`src/rtl/snail_scan_arbiter.sv`:
```
// snail_scan_arbiter
//   Shares one serial "snail" edge detector between two requesters. A
//   round-robin arbiter grants one requester at a time. The granted W-bit
//   word is captured and shifted out LSB first, and the 0->1 transitions in
//   it are counted. The result is returned with the owner id and a one-cycle
//   done pulse.
//
// Parameters
//   W      word width in bits (W >= 2)
//   CW     count width, $clog2(W)+1 (derived)
//
// Ports
//   clk    system clock, rising edge
//   _rst   asynchronous reset, active low
//   req    req[r] high: requester r holds a word on data<r> until ack[r]
//   data0  word of requester 0
//   data1  word of requester 1
//   ack    registered one-cycle pulse; the word of requester r was captured
//   busy   high while a word is being scanned or its result is being shown
//   done   one-cycle pulse; count and owner are valid
//   owner  id of the requester whose result is shown
//   count  number of 0->1 transitions in the last scanned word
//   d_ser  serial bit presented to the detector; 0 outside the scan
module snail_scan_arbiter #(
  parameter  int W  = 8,
  localparam int CW = $clog2(W) + 1
) (
  input  logic          clk,
  input  logic          _rst,
  input  logic [1:0]    req,
  input  logic [W-1:0]  data0,
  input  logic [W-1:0]  data1,
  output logic [1:0]    ack,
  output logic          busy,
  output logic          done,
  output logic          owner,
  output logic [CW-1:0] count,
  output logic          d_ser
);

  localparam int IW = $clog2(W);

  typedef enum logic [1:0] {
    IDLE  = 2'd0,
    SHIFT = 2'd1,
    DONE  = 2'd2
  } state_t;

  state_t        state;
  logic [W-1:0]  sreg;
  logic [IW-1:0] idx;
  logic          prev;
  logic          last;

  logic          gnt_any;
  logic          gnt_id;

  // Round-robin choice: a lone requester always wins; on a tie the one that
  // was not granted last time wins.
  always_comb begin
    gnt_any = |req;
    gnt_id  = (&req) ? ~last : req[1];
  end

  always_comb begin
    d_ser = (state == SHIFT) ? sreg[0] : 1'b0;
    busy  = (state != IDLE);
    done  = (state == DONE);
  end

  always_ff @(posedge clk or negedge _rst) begin
    if (!_rst) begin
      state <= IDLE;
      ack   <= '0;
      owner <= 1'b0;
      count <= '0;
      sreg  <= '0;
      idx   <= '0;
      prev  <= 1'b0;
      last  <= 1'b1;
    end else begin
      ack <= '0;
      unique case (state)
        IDLE: begin
          if (gnt_any) begin
            sreg  <= gnt_id ? data1 : data0;
            idx   <= '0;
            prev  <= 1'b0;
            count <= '0;
            owner <= gnt_id;
            last  <= gnt_id;
            ack   <= gnt_id ? 2'b10 : 2'b01;
            state <= SHIFT;
          end
        end
        SHIFT: begin
          // Bit 0 has no predecessor in the word, so it never counts.
          if ((idx != '0) && !prev && d_ser)
            count <= count + CW'(1);
          prev <= d_ser;
          sreg <= sreg >> 1;
          // idx parks at W-1 instead of wrapping when W is a power of two.
          if (idx == IW'(W - 1))
            state <= DONE;
          else
            idx <= idx + IW'(1);
        end
        DONE: begin
          state <= IDLE;
        end
        default: begin
          state <= IDLE;
        end
      endcase
    end
  end

endmodule

```
`config.mk`:
```
export PLATFORM = sky130hd
export DESIGN_NAME = snail_scan_arbiter
export DESIGN_NICKNAME = d
export VERILOG_FILES = /design/src/rtl/snail_scan_arbiter.sv
export SDC_FILE = /design/constraint.sdc
export NUM_CORES = 1
export LEC_CHECK = 0
export ABC_AREA = 1
export BUFFER_PORTS_ARGS = -buffer_cell sky130_fd_sc_hd__buf_2
export CAP_MARGIN = 20
export CORE_MARGIN = 2
export CORE_UTILIZATION = 43
export DETAILED_ROUTE_END_ITERATION = 10
export PLACE_DENSITY = 0.69
export REMOVE_ABC_BUFFERS = 1
export SETUP_SLACK_MARGIN = 0.5
export SYNTH_ARGS = -nofsm -noshare
export SYNTH_HDL_FRONTEND = slang
export SYNTH_SLANG_ARGS = --single-unit
```
`constraint.sdc`:
```
create_clock -name clk -period 1.55 [get_ports clk]
set_input_delay 0.155 -clock clk [delete_from_list [all_inputs] [get_ports clk]]
set_output_delay 0.155 -clock clk [all_outputs]
set_load 0.02 [all_outputs]
```
### After elaboration in Yosys (flattened, before gate mapping)

Index checks and enable logic that the tools add are counted.

| storage, ports and cells | value |
|---|---|
| word-level logic and storage cells | 51 |
| flip-flop bits (word level) | 22 |
| output and inout bits | 10 |
| bits of input ports | 20 |

| cells by class | value |
|---|---|
| equal/unequal tests | 7 |
| $add $sub $neg | 2 |
| bitwise logic cells | 1 |
| multiplexer cells | 19 |
| reduce and logical (&&, ||, !) cells | 14 |

Operators with widths:

| kind | count |
|---|---|
| $mux W8 | 2 |
| $pmux W8 S2 | 1 |
| $mux W2 | 5 |
| $mux W4 | 2 |
| $pmux W4 S2 | 1 |
| $reduce_and A2 Y1 | 4 |
| $mux W3 | 2 |
| $pmux W3 S2 | 1 |
| $reduce_and A3 Y1 | 2 |
| $add A4 B1 Y4 const B | 1 |
| $ne A2 B1 Y1 const B | 2 |
| $ne A2 B2 Y1 const B | 2 |
| $pmux W2 S2 | 1 |
| $reduce_bool A2 Y1 | 2 |
| $add A3 B1 Y3 const B | 1 |
| $eq A3 B3 Y1 const B | 1 |
| $mux W1 | 3 |
| $reduce_bool A3 Y1 | 1 |
| $eq A2 B1 Y1 const B | 1 |
| $eq A2 B2 Y1 const B | 1 |
| $logic_and A1 B1 Y1 | 2 |
| $logic_not A2 Y1 | 1 |
| $pmux W1 S2 | 1 |
| $reduce_or A2 Y1 | 1 |
| 2 further kinds | 2 |

### Longest topological paths before layout

| logic depth | value |
|---|---|
| depth after elaboration | 5 |
| mapped depth | 7 |
| depth with buffers taken out | 7 |

### Worst setup path before layout

Ideal clock, no wire load.

| timing | value |
|---|---|
| path kind | reg-to-reg |
| start point | reg state[0] |
| end point | reg sreg[7] |
| buffers on the path | 0 |
| slack | 0.360 ns |
| arrival | 1.071 ns |
| period minus slack after synthesis | 1.190 ns |
| required time | 1.431 ns |
| library setup time | 0.119 ns |
| cell stages (with the launch flop) | 7 |
| path through | dfrtp_1 > nor2_2 > inv_2 > nor2_8 > nor2_8 > nand2_1 > o21ai_2 |

| between the ends | value |
|---|---|
| word-level cells in the longest chain between the ends | 3 |
| elaborated cells on any way between the ends | 6 |
| classes of those cells | eq/ne: 2; mux: 1; reduce/logical: 3 |

RTL lines:

| element | line | source |
|---|---|---|
| from (decl) | 49 | `state_t state;` |
| from (signal assigned) | 73 | `state <= IDLE;` |
| from (signal assigned) | 93 | `state <= SHIFT;` |
| from (signal assigned) | 104 | `state <= DONE;` |
| $eq A2 B1 Y1 / $logic_not A2 Y1 (equally long branches) | 83 | `unique case (state)` |
| $reduce_bool A2 Y1 (no source line) / $ne A2 B2 Y1 (equally long branches) | -- |  |
| $reduce_and A2 Y1 (no source line) | -- |  |
| to (signal assigned) | 86 | `sreg <= gnt_id ? data1 : data0;` |
| to (signal assigned) | 101 | `sreg <= sreg >> 1;` |
| to (decl) | 50 | `logic [W-1:0] sreg;` |

Several ways; a longest one is shown, not always the timed one.
A chain may end at the register's enable or synchronous reset.

### Worst setup path after layout

| timing | value |
|---|---|
| start point | reg state[0] |
| end point | out busy |

| between the ends | value |
|---|---|
| word-level cells in the longest chain between the ends | 1 |

RTL lines:

| element | line | source |
|---|---|---|
| $reduce_bool A2 Y1 | 67 | `busy = (state != IDLE);` |
| to (decl) | 34 | `output logic busy,` |

No other way between the ends.

==> results.sh <==
export IMPL_power_density_nw_per_um2=1880
export IMPL_die_y_um=57.0
export IMPL_use_met2_pct=34.0
export IMPL_dp_cells=200
export IMPL_rsz0062_at_grt="true"
export IMPL_syn_avg_cell_area_um2=8.56
export IMPL_cap_viol_max_count=0
export IMPL_ys_seq_area_share_pct=45.7
export IMPL_synth_main_ff_cell="dfrtp_1"
export IMPL_yosys_area_top_type="dfrtp_1"
export IMPL_wl_um=2790
export IMPL_root_buffer="clkbuf_4"
export IMPL_reg2reg_slack_ns=0.28
export IMPL_worstReg2RegStart="state[0]"
export IMPL_worstPathRequired_ns=1.39
export IMPL_synth_area_leaders="dfrtp_1 44%, nand2_1 12%, nand3_1 7.9%, inv_1 5.0%, nand3b_1 4.4%"
export IMPL_max_slew_margin_pct=67.2
export IMPL_finalSetupViolations=0
export IMPL_status="finished clean"
export IMPL_ys_types=21
export IMPL_clkTransAtPathRegs_ns=0.12
export IMPL_place_gp_congestion=0.731
export IMPL_fin_total_pwr_mw=3.24
export IMPL_grt_pass1_wl_um=4830
export IMPL_grt_max_degree=23
export IMPL_timing_final_crit_share_pct=82.9
export IMPL_path_class="flop to output port"
export IMPL_syn2layout_area_growth_pct=42.9
export IMPL_synth_top_area_share_pct=43.5
export IMPL_numCtsBuffers=3
export IMPL_synth_edf_count=0
export IMPL_clock_fmax_mhz=778
export IMPL_htreeDepth=1
export IMPL_synthesis_area_um2=1210
export IMPL_hold_class="input port to flop"
export IMPL_clock_sinks=22
export IMPL_p_leak_nw=0.884
export IMPL_worst_setup_path_end_kind="output port"
export IMPL_hold_ws_ns=0.109
export IMPL_dp_final_hpwl_um=1790
export IMPL_top_usage_layer="met2"
export IMPL_diodes=0
export IMPL_holdPathEnd="sreg[7]"
export IMPL_fin_cells=221
export IMPL_r2r_cells=7
export IMPL_multiInputGateArea_um2=713
export IMPL_clk_insertion_delay_late_ns=0.30
export IMPL_ys_warn_count=0
export IMPL_hold_violations=0
export IMPL_drive_gt1_share_pct=45.3
export IMPL_synth_most_common_cell="nand2_1"
export IMPL_cts_tree="built"
export IMPL_drt_pre_antenna_iters=4
export IMPL_tns_ns=0
export IMPL_period_needed_ns=1.29
export IMPL_num_nets_final=215
export IMPL_start_util_pct=44.6
export IMPL_overflow=0
export IMPL_port_buffers=29
export IMPL_die_area_um2=3250
export IMPL_drv_slew=0
export IMPL_synth_seq_cells=22
export IMPL_synthArstFlopShare_pct=100
export IMPL_skew_ns=0.00696
export IMPL_tightest_slew_ns=0.491
export IMPL_netlist_instances=141
export IMPL_core_region_area_um2=2710
export IMPL_die_w_um=57.0
export IMPL_min_from="data0[7]"
export IMPL_ant_nets=0
export IMPL_irDropWorstVdd_mv=1.44
export IMPL_drc=0
export IMPL_via_count=1080
export IMPL_rows=19
export IMPL_hold_depth=3
export IMPL_reg2reg_to="sreg[0]"
export IMPL_cp_data_arrival_time_ns=1.13
export IMPL_grt_use_met1_pct=23.6
export IMPL_cp_start_kind="flop"
export IMPL_synth_common_cells="37 x nand2_1, 21 x dfrtp_1, 19 x nand3_1"
export IMPL_wl_per_cell_um=12.6
export IMPL_n_fill_cell=239
export IMPL_worstPathMaxFanout=3
export IMPL_register_area_um2=553
export IMPL_cts_path_max_buffers=2
export IMPL_grt_usage_pct=19.0
export IMPL_antenna_found_initial=0
export IMPL_drt_iter0_drc=23
export IMPL_io_pins=30
export IMPL_viasPerCell=4.89
export IMPL_use_met3_pct=2.49
export IMPL_first_global_vias=1099
[layout make-up]
type / count / area share, %
Clock buffer: 4 / 2.10
Inverter: 19 / 4.57
Multi-Input combinational cell: 103 / 41.3
Sequential cell: 22 / 32.1
Tap cell: 31 / 2.25
Timing Repair Buffer: 42 / 17.7
[worst max path at each step]
| stage | depth (start not counted) | slack, ns | startpoint | to |
|---|---|---|---|---|
| 4_1_cts | 4 | 0.26 | state[1] | d_ser |
| 3_3_place_gp | 6 | 0.30 | state[0] | sreg[7] |
| 5_1_grt | 7 | 0.23 | state[0] | sreg[2] |
| 2_1_floorplan | 6 | 0.36 | state[0] | sreg[7] |
| 6_report | 3 | 0.26 | state[0] | busy |
| 3_5_place_dp | 6 | 0.27 | state[0] | sreg[7] |
[critical path, cell delays in order, from the launching register on]
cell,delay (ns)
dfrtp_2,0.48
nor2_4,0.16
inv_4,0.06
buf_6,0.13
[state kept, by name, indices dropped and copies added, names as in the netlist]
name / flops
last: 1
ack: 2
prev: 1
owner: 1
state: 2
idx: 3
count: 4
sreg: 8
[power breakdown]
group	switching, mW	internal [mW]
Clock	0.170	0.143
Sequential	0.195	0.828
Combinational	1.04	0.860
Total	1.41	1.83
[metrics by stage]
step	area, µm²	util, %	setup slack [ns]
global route	1730	63.7	0.230
CTS	1640	60.6	0.265
finish	1730	63.7	0.265
detailed placement	1380	51.1	0.269
global placement	1380	51.1	0.295
floorplan	1200	-	0.360
[metal layers]
metal  share of wire (%)  vias to the layer above
met5                   0                        -
met4                0.79                        0
met3                 3.3                        2
met2                  53                       28
met1                  43                      500
li1                    -                      550
[cell usage in the layout (no fill, tap or decap), types with 6 or more instances in the layout]
cell type / netlist / final
inv_1: 16 / 13
buf_4: 1 / 10
buf_6: 0 / 8
nand3b_1: 7 / 7
nand2_2: 5 / 6
nand2_4: 2 / 6
dfrtp_1: 21 / 20
buf_2: 0 / 22
nand2_1: 37 / 34
nand3_1: 19 / 19
[kinds of logic after synthesis]
family | Yosys count | synth area share, %
AND/OR/NAND/NOR | 84 | 36.9
flip-flops | 22 | 45.7
buffers and inverters | 20 | 6.53
AO/OA/AOI/OAI | 10 | 6.01
adder cells (fa/ha/maj) | 4 | 4.15
XOR/XNOR | 1 | 0.726
[timing repair]
| action | 4_1_cts | 5_1_grt |
|---|---|---|
| buffers inserted | 10 | 2 |
| gates resized for setup | 28 | 17 |
| hold endpoints to repair | 21 | 0 |
| cloned | 4 | 0 |
| hold buffers | 1 | 0 |
| setup endpoints to repair | 26 | 29 |
| pin swaps | 7 | 5 |
(Power assumes the default switching activity.)
